## config.mk

```make
export PLATFORM = sky130hd
export DESIGN_NAME = serial_adder
export DESIGN_NICKNAME = d
export VERILOG_FILES = /design/src/rtl/serial_adder_pkg.sv /design/src/rtl/digit_adder.sv /design/src/rtl/serial_adder.sv
export SDC_FILE = /design/constraint.sdc
export NUM_CORES = 1
export LEC_CHECK = 0
export ABC_AREA = 1
export BUFFER_PORTS_ARGS = -buffer_cell sky130_fd_sc_hd__buf_2
export CELL_PAD_IN_SITES_DETAIL_PLACEMENT = 1
export CELL_PAD_IN_SITES_GLOBAL_PLACEMENT = 1
export CORE_UTILIZATION = 40
export DETAILED_ROUTE_END_ITERATION = 10
export PLACE_DENSITY_LB_ADDON = 0.15
export RECOVER_POWER = 50
export SYNTH_ARGS = -nofsm -noshare
export SYNTH_HDL_FRONTEND = slang
export SYNTH_SLANG_ARGS = --single-unit
```

## constraint.sdc

```tcl
create_clock -name clk -period 2.7 [get_ports clk]
set_input_delay 0.81 -clock clk [delete_from_list [all_inputs] [get_ports clk]]
set_output_delay 0.81 -clock clk [all_outputs]
set_load 0.1 [all_outputs]
```

## src/rtl/serial_adder_pkg.sv

```systemverilog
// Shared types and sizing helpers for the digit-serial adder.
// Used by serial_adder and its testbench.
package serial_adder_pkg;

    typedef enum logic [1:0] {
        IDLE,
        BUSY,
        DONE
    } state_t;

    function automatic int num_steps(input int width, input int digit);
        return width / digit;
    endfunction

    // The step counter needs at least one bit, even when there is a single step.
    function automatic int cnt_width(input int width, input int digit);
        int n;
        n = width / digit;
        return (n > 1) ? $clog2(n) : 1;
    endfunction

endpackage

```

## src/rtl/digit_adder.sv

```systemverilog
// Combinational DIGIT-bit ripple adder with carry in and carry out.
module digit_adder #(
    parameter int DIGIT = 8
) (
    input  logic [DIGIT-1:0] x,
    input  logic [DIGIT-1:0] y,
    input  logic             ci,
    output logic [DIGIT-1:0] s,
    output logic             co
);

    assign {co, s} = {1'b0, x} + {1'b0, y} + {{DIGIT{1'b0}}, ci};

endmodule

```

## src/rtl/serial_adder.sv

```systemverilog
// Digit-serial adder: WIDTH-bit a + b + cin, DIGIT bits per clock, valid/ready on both sides.
// Optional SERIAL_ADDER_SUB_EN adds a 'sub' port computing a - b (cout=1 means no borrow).
module serial_adder
    import serial_adder_pkg::*;
#(
    parameter int WIDTH = 32,
    parameter int DIGIT = 8
) (
    input  logic             clk,
    input  logic             rst_n,
    input  logic             in_valid,
    output logic             in_ready,
    input  logic [WIDTH-1:0] a,
    input  logic [WIDTH-1:0] b,
    input  logic             cin,
`ifdef SERIAL_ADDER_SUB_EN
    input  logic             sub,
`endif
    output logic             out_valid,
    input  logic             out_ready,
    output logic [WIDTH-1:0] sum,
    output logic             cout
);

    localparam int N  = num_steps(WIDTH, DIGIT);
    localparam int CW = cnt_width(WIDTH, DIGIT);

    generate
        if ((WIDTH % DIGIT) != 0) begin : g_bad_digit
            $fatal(1, "serial_adder: WIDTH must be a multiple of DIGIT");
        end
    endgenerate

    state_t           state_q, state_d;
    logic [CW-1:0]    cnt_q, cnt_d;
    logic [WIDTH-1:0] a_q, a_d;
    logic [WIDTH-1:0] b_q, b_d;
    logic             carry_q, carry_d;
    logic [WIDTH-1:0] sum_q, sum_d;
    logic             cout_q, cout_d;

    logic [DIGIT-1:0] digit_sum;
    logic             digit_co;
    logic [WIDTH-1:0] b_load;
    logic             carry_load;

    digit_adder #(
        .DIGIT(DIGIT)
    ) u_digit_adder (
        .x (a_q[DIGIT-1:0]),
        .y (b_q[DIGIT-1:0]),
        .ci(carry_q),
        .s (digit_sum),
        .co(digit_co)
    );

    // Subtraction is folded into the load: invert b and force the initial carry.
`ifdef SERIAL_ADDER_SUB_EN
    assign b_load     = sub ? ~b : b;
    assign carry_load = sub ? 1'b1 : cin;
`else
    assign b_load     = b;
    assign carry_load = cin;
`endif

    always_comb begin
        state_d = state_q;
        cnt_d   = cnt_q;
        a_d     = a_q;
        b_d     = b_q;
        carry_d = carry_q;
        sum_d   = sum_q;
        cout_d  = cout_q;

        unique case (state_q)
            IDLE: begin
                if (in_valid) begin
                    a_d     = a;
                    b_d     = b_load;
                    carry_d = carry_load;
                    cnt_d   = '0;
                    state_d = BUSY;
                end
            end
            BUSY: begin
                a_d     = a_q >> DIGIT;
                b_d     = b_q >> DIGIT;
                carry_d = digit_co;
                cout_d  = digit_co;
                // New digit enters at the top so the LSB digit ends up at bit 0.
                sum_d   = (sum_q >> DIGIT) | (WIDTH'(digit_sum) << (WIDTH - DIGIT));
                cnt_d   = cnt_q + CW'(1);
                if (cnt_q == CW'(N - 1)) begin
                    state_d = DONE;
                end
            end
            DONE: begin
                if (out_ready) begin
                    state_d = IDLE;
                end
            end
            default: begin
                state_d = IDLE;
            end
        endcase
    end

    always_ff @(posedge clk or negedge rst_n) begin
        if (!rst_n) begin
            state_q <= IDLE;
            cnt_q   <= '0;
            a_q     <= '0;
            b_q     <= '0;
            carry_q <= 1'b0;
            sum_q   <= '0;
            cout_q  <= 1'b0;
        end else begin
            state_q <= state_d;
            cnt_q   <= cnt_d;
            a_q     <= a_d;
            b_q     <= b_d;
            carry_q <= carry_d;
            sum_q   <= sum_d;
            cout_q  <= cout_d;
        end
    end

    assign in_ready  = (state_q == IDLE);
    assign out_valid = (state_q == DONE);
    assign sum       = sum_q;
    assign cout      = cout_q;

endmodule
```

-- After elaboration in Yosys (flattened, before gate mapping)
Cells that the tools add are included.
Widths: inputs -> output; s select.
- equality and inequality tests: 6
- reductions and logical operators: 4
- add/subtract/negate cells: 3
- bitwise operators: 1
- mux-type cells: 12
- operator list (cell ; count):
    $pmux 32 s2 ; 2
    $mux 32 ; 2
    $or 24x32->32 ; 1
    $add 8x8->9 ; 1
    $add 9x1->9 ; 1
    $mux 2 ; 4
    $pmux 2 s3 ; 1
    $eq 2x2->1 const B ; 2
    $ne 2x2->1 const B ; 2
    $pmux 2 s2 ; 1
    $reduce_and 3->1 ; 1
    $add 2x1->2 const B ; 1
    $eq 2x1->1 const B ; 1
    $logic_not 2->1 ; 1
    $ne 2x1->1 const B ; 1
    $pmux 1 s2 ; 1
    $reduce_and 2->1 ; 1
    $reduce_bool 2->1 ; 1
    $mux 1 ; 1
- output and inout bits: 35
- bits in registers: 102
- word-level logic and storage cells: 33

-- Longest topological paths before layout
- depth after elaboration: 3
- gate-level depth with buffers: 9
- gate-level depth less buffers: 9

-- By module
A second synthesis with hierarchy kept.
- cell total of the unflattened synthesis: 670
- area total of the unflattened synthesis: 5166.2 sq um
- modules (own cells, without submodules) (module ; area an instance (sq um) ; instances ; sequential area each (sq um) ; cells an instance):
    serial_adder ; 4782.1 ; 1 ; 2552.4 ; 611
    digit_adder ; 384.1 ; 1 ; 0.0 ; 59

-- Worst setup path before layout
No wires, ideal clock.
- path kind: register to output
- from: register state_q[0]
- to: output port out_valid
- required time: 1.890 ns
- path buffers: 0
- path slack: 0.176 ns
- cell stages (with the launch flop): 2
- arrival: 1.714 ns
- path through: dfrtp_1 -> nor2_1
- longest elaborated chain between the ends: 1
- RTL lines (what ; RTL line ; RTL):
    from (decl) ; serial_adder.sv:34 ; state_t state_q, state_d;
    from (signal assigned) ; serial_adder.sv:118 ; state_q <= state_d;
    $eq 2x2->1 ; serial_adder.sv:129 ; assign out_valid = (state_q == DONE);
    to (decl) ; serial_adder.sv:19 ; output logic out_valid,
No other way between the ends.

-- Worst setup path in the final report
- from: register state_q[0]
- to: output port in_ready
- longest elaborated chain between the ends: 1
- RTL lines (what ; RTL line ; RTL):
    $logic_not 2->1 ; serial_adder.sv:128 ; assign in_ready = (state_q == IDLE);
    to (decl) ; serial_adder.sv:12 ; output logic in_ready,
No other way between the ends.

==> key figures <==
Die
  • Core Box Area: 0.01142 mm^2
  • Die H: 110.3 um
  • Starting Density: 41.07%
  • Die ar.: 0.01216 mm^2
  • I/O pin cnt: 104
  • Rows: 39
  • Die X: 110.3 um

Outcome
  • Status: complete, no violations

Timing
  • Final hold vios: 0
  • Fin crit share: 83.51%
  • Setup Viol. Count Final: 0
  • Setup_tns: 0 ns
  • Max-slew violation total from the final report: 0
  • Top achievable clock speed: 0.4435 GHz
  • Fin Clk Skew: 0.007153 ns
  • Post-layout min period: 2.255 ns
  • Worst setup margin: 0.4452 ns
  • Slew margin rel.: 53.86%
  • Worst-margin pin slew: 0.6913 ns
  • RSZ-0062 raised after global routing: no

Clocking
  • Clk sinks: 102
  • CTS tree: done
  • Max Root-Sink Buffers: 2
  • Root Driver: clkbuf_16
  • Hold buffer count at CTS: 0
  • H-tree Lvls: 3
  • CTS Buf Count: 9
  • Cts repair resizes: 0
  • Clock latency on the worst-skew pair: 0.35 ns
  • Clock Pin Slew Worst Setup and Hold Paths: 0.07 ns
  • Setup repair bufs after CTS: 0

Place
  • Dpl ws: 0.4623 ns
  • Port Buffers: 103
  • Hpwl dp: 8905 um
  • Gpl congestion: 0.7733

Setup path
  • Nature of the critical path startpoint: flip-flop
  • Crit end category: output pin
  • CP required: 1.89 ns
  • Flop2flop setup slack: 0.48 ns
  • Kind of critical path: reg2out
  • Slowest stage cell, crit path: dfrtp_1
  • Worst path max stage delay: 0.47 ns
  • CP top delay family: flip-flops
  • Arrival time worst endpoint: 1.44 ns
  • Crit-path cells: nor2_4 -> buf_2
  • CP bufs+invs: 1
  • CP max FO: 5

Logic synthesis
  • Syn Area/Cell: 8.526 um^2
  • Syn Nets: 629
  • Mapped cell area: 0.004689 mm^2
  • Sequential share of the synthesized area: 54.43%
  • Register bit total from synthesis: 102
  • Yosys warns: 0
  • Syn Inst Count: 550
  • Post-synthesis cell type count: 24

Routing
  • Iter 0 DRT Violations: 186
  • Post-Route WL: 12580 um
  • # DRC: 0
  • Via count: 4086
  • Via density: 5.192
  • 1st-pass router iterations: 4
  • Wire per inst: 15.98 um
  • Post-route ant nets: 0

Global routing
  • Initial antenna violation count: 0
  • Vias in the first global route: 4304
  • Largest net degree at the start of global routing: 68
  • Gr ovfl total: 0
  • Global-route wire length before repair: 21100 um
  • Overall Global Routing Usage: 22.65%

Min path
  • Hold/Removal Path Class: in2async

Layout
  • Fill cell count: 1408
  • Nets: 718
  • Synthesis-to-layout area growth: 20.28%
  • Antenna cell count: 0
  • Layout cells sized above 1: 21.27%
  • Fin util: 49.40%
  • Most frequent cells in the layout: dfrtp_1, buf_2, nand3_1, nand2_1, o21ai_0

Job
  • MaxCap Viol Count: 0
sequential cells by signal, indices dropped and copies added, names as in the netlist:
register  flops
cout          1
state_q       2
b_q          32
sum          32
carry_q       1
a_q          32
cnt_q         2
stage by stage:
stage	hold slack, ns	instance area (um^2)	std cells
floorplan	0.4498	4690	550
global placement	0.4590	5338	771
detailed placement	0.4724	5338	771
CTS	0.2758	5647	787
global route	0.4432	5640	787
finish	0.4117	5640	787
worst reg2reg max path: stages, from the launching register on:
cell and delay, ns:
dfrtp_1 0.42, inv_1 0.15, nand2_4 0.27, inv_1 0.63, buf_4 0.40, nor2_1 0.10
o21ai_1 0.16
layer usage:
layer / wire length, um / vias to the layer above / GRT usage (%)
li1: - / 2023 / -
met4: 104 / 0 / 5.075
met5: 0 / - / 0
met3: 448 / 7 / 3.880
met2: 6456 / 76 / 40.51
met1: 5566 / 1980 / 28.47
cells in the mapped netlist (all sizes together):
master | instances | area (um^2)
and2 | 1 | 6.260
a21o | 1 | 7.510
o21ai | 124 | 620.6
nor2 | 55 | 214.0
nand3b | 1 | 7.510
and3 | 1 | 6.260
ha | 8 | 100.1
dfrtp | 102 | 2552
inv | 28 | 105.1
clkbuf | 20 | 75.07
nand3 | 95 | 475.5
a21oi | 4 | 20.02
o31ai | 1 | 7.510
or2 | 1 | 6.260
buf | 19 | 108.9
o22ai | 1 | 6.260
fa | 2 | 40.04
nand2 | 86 | 330.3
kinds of logic after synthesis:
kind of cell               count (synthesis)  share of synthesized area (%)
adders and majority gates                 10                          2.988
DFF                                      102                          54.43
and+or+nand+nor                          240                          22.31
AOI/OAI and AO/OA                        131                          14.11
buffers and inverters                     67                          6.163
path summary, 6_finish.rpt:
kind                       startpoint        to  cells past startpoint
setup reg to reg           state_q[1]   b_q[11]                      6
min in group clk               sum[6]    sum[6]                      2
max in group asynchronous       rst_n    b_q[6]                      2
hold / removal                  rst_n   sum[12]                      1
setup / recovery           state_q[0]  in_ready                      2
hold reg to reg                sum[6]    sum[6]                      2
final cells by class:
cell class              count  area (um^2)  share of cell area, %
clock inverters             6        70.07                  1.242
clock buffers              10        239.0                  4.237
inverters                  28        105.1                  1.863
repair buffers            117        641.9                  11.38
multi-input cells         381         1853                  32.85
flip-flops and latches    102         2552                  45.25
well taps                 143        178.9                  3.172
Power is left out: the tool's default activity adds up to more than one toggle a clock period on the data nets, which glitch-free logic cannot reach.
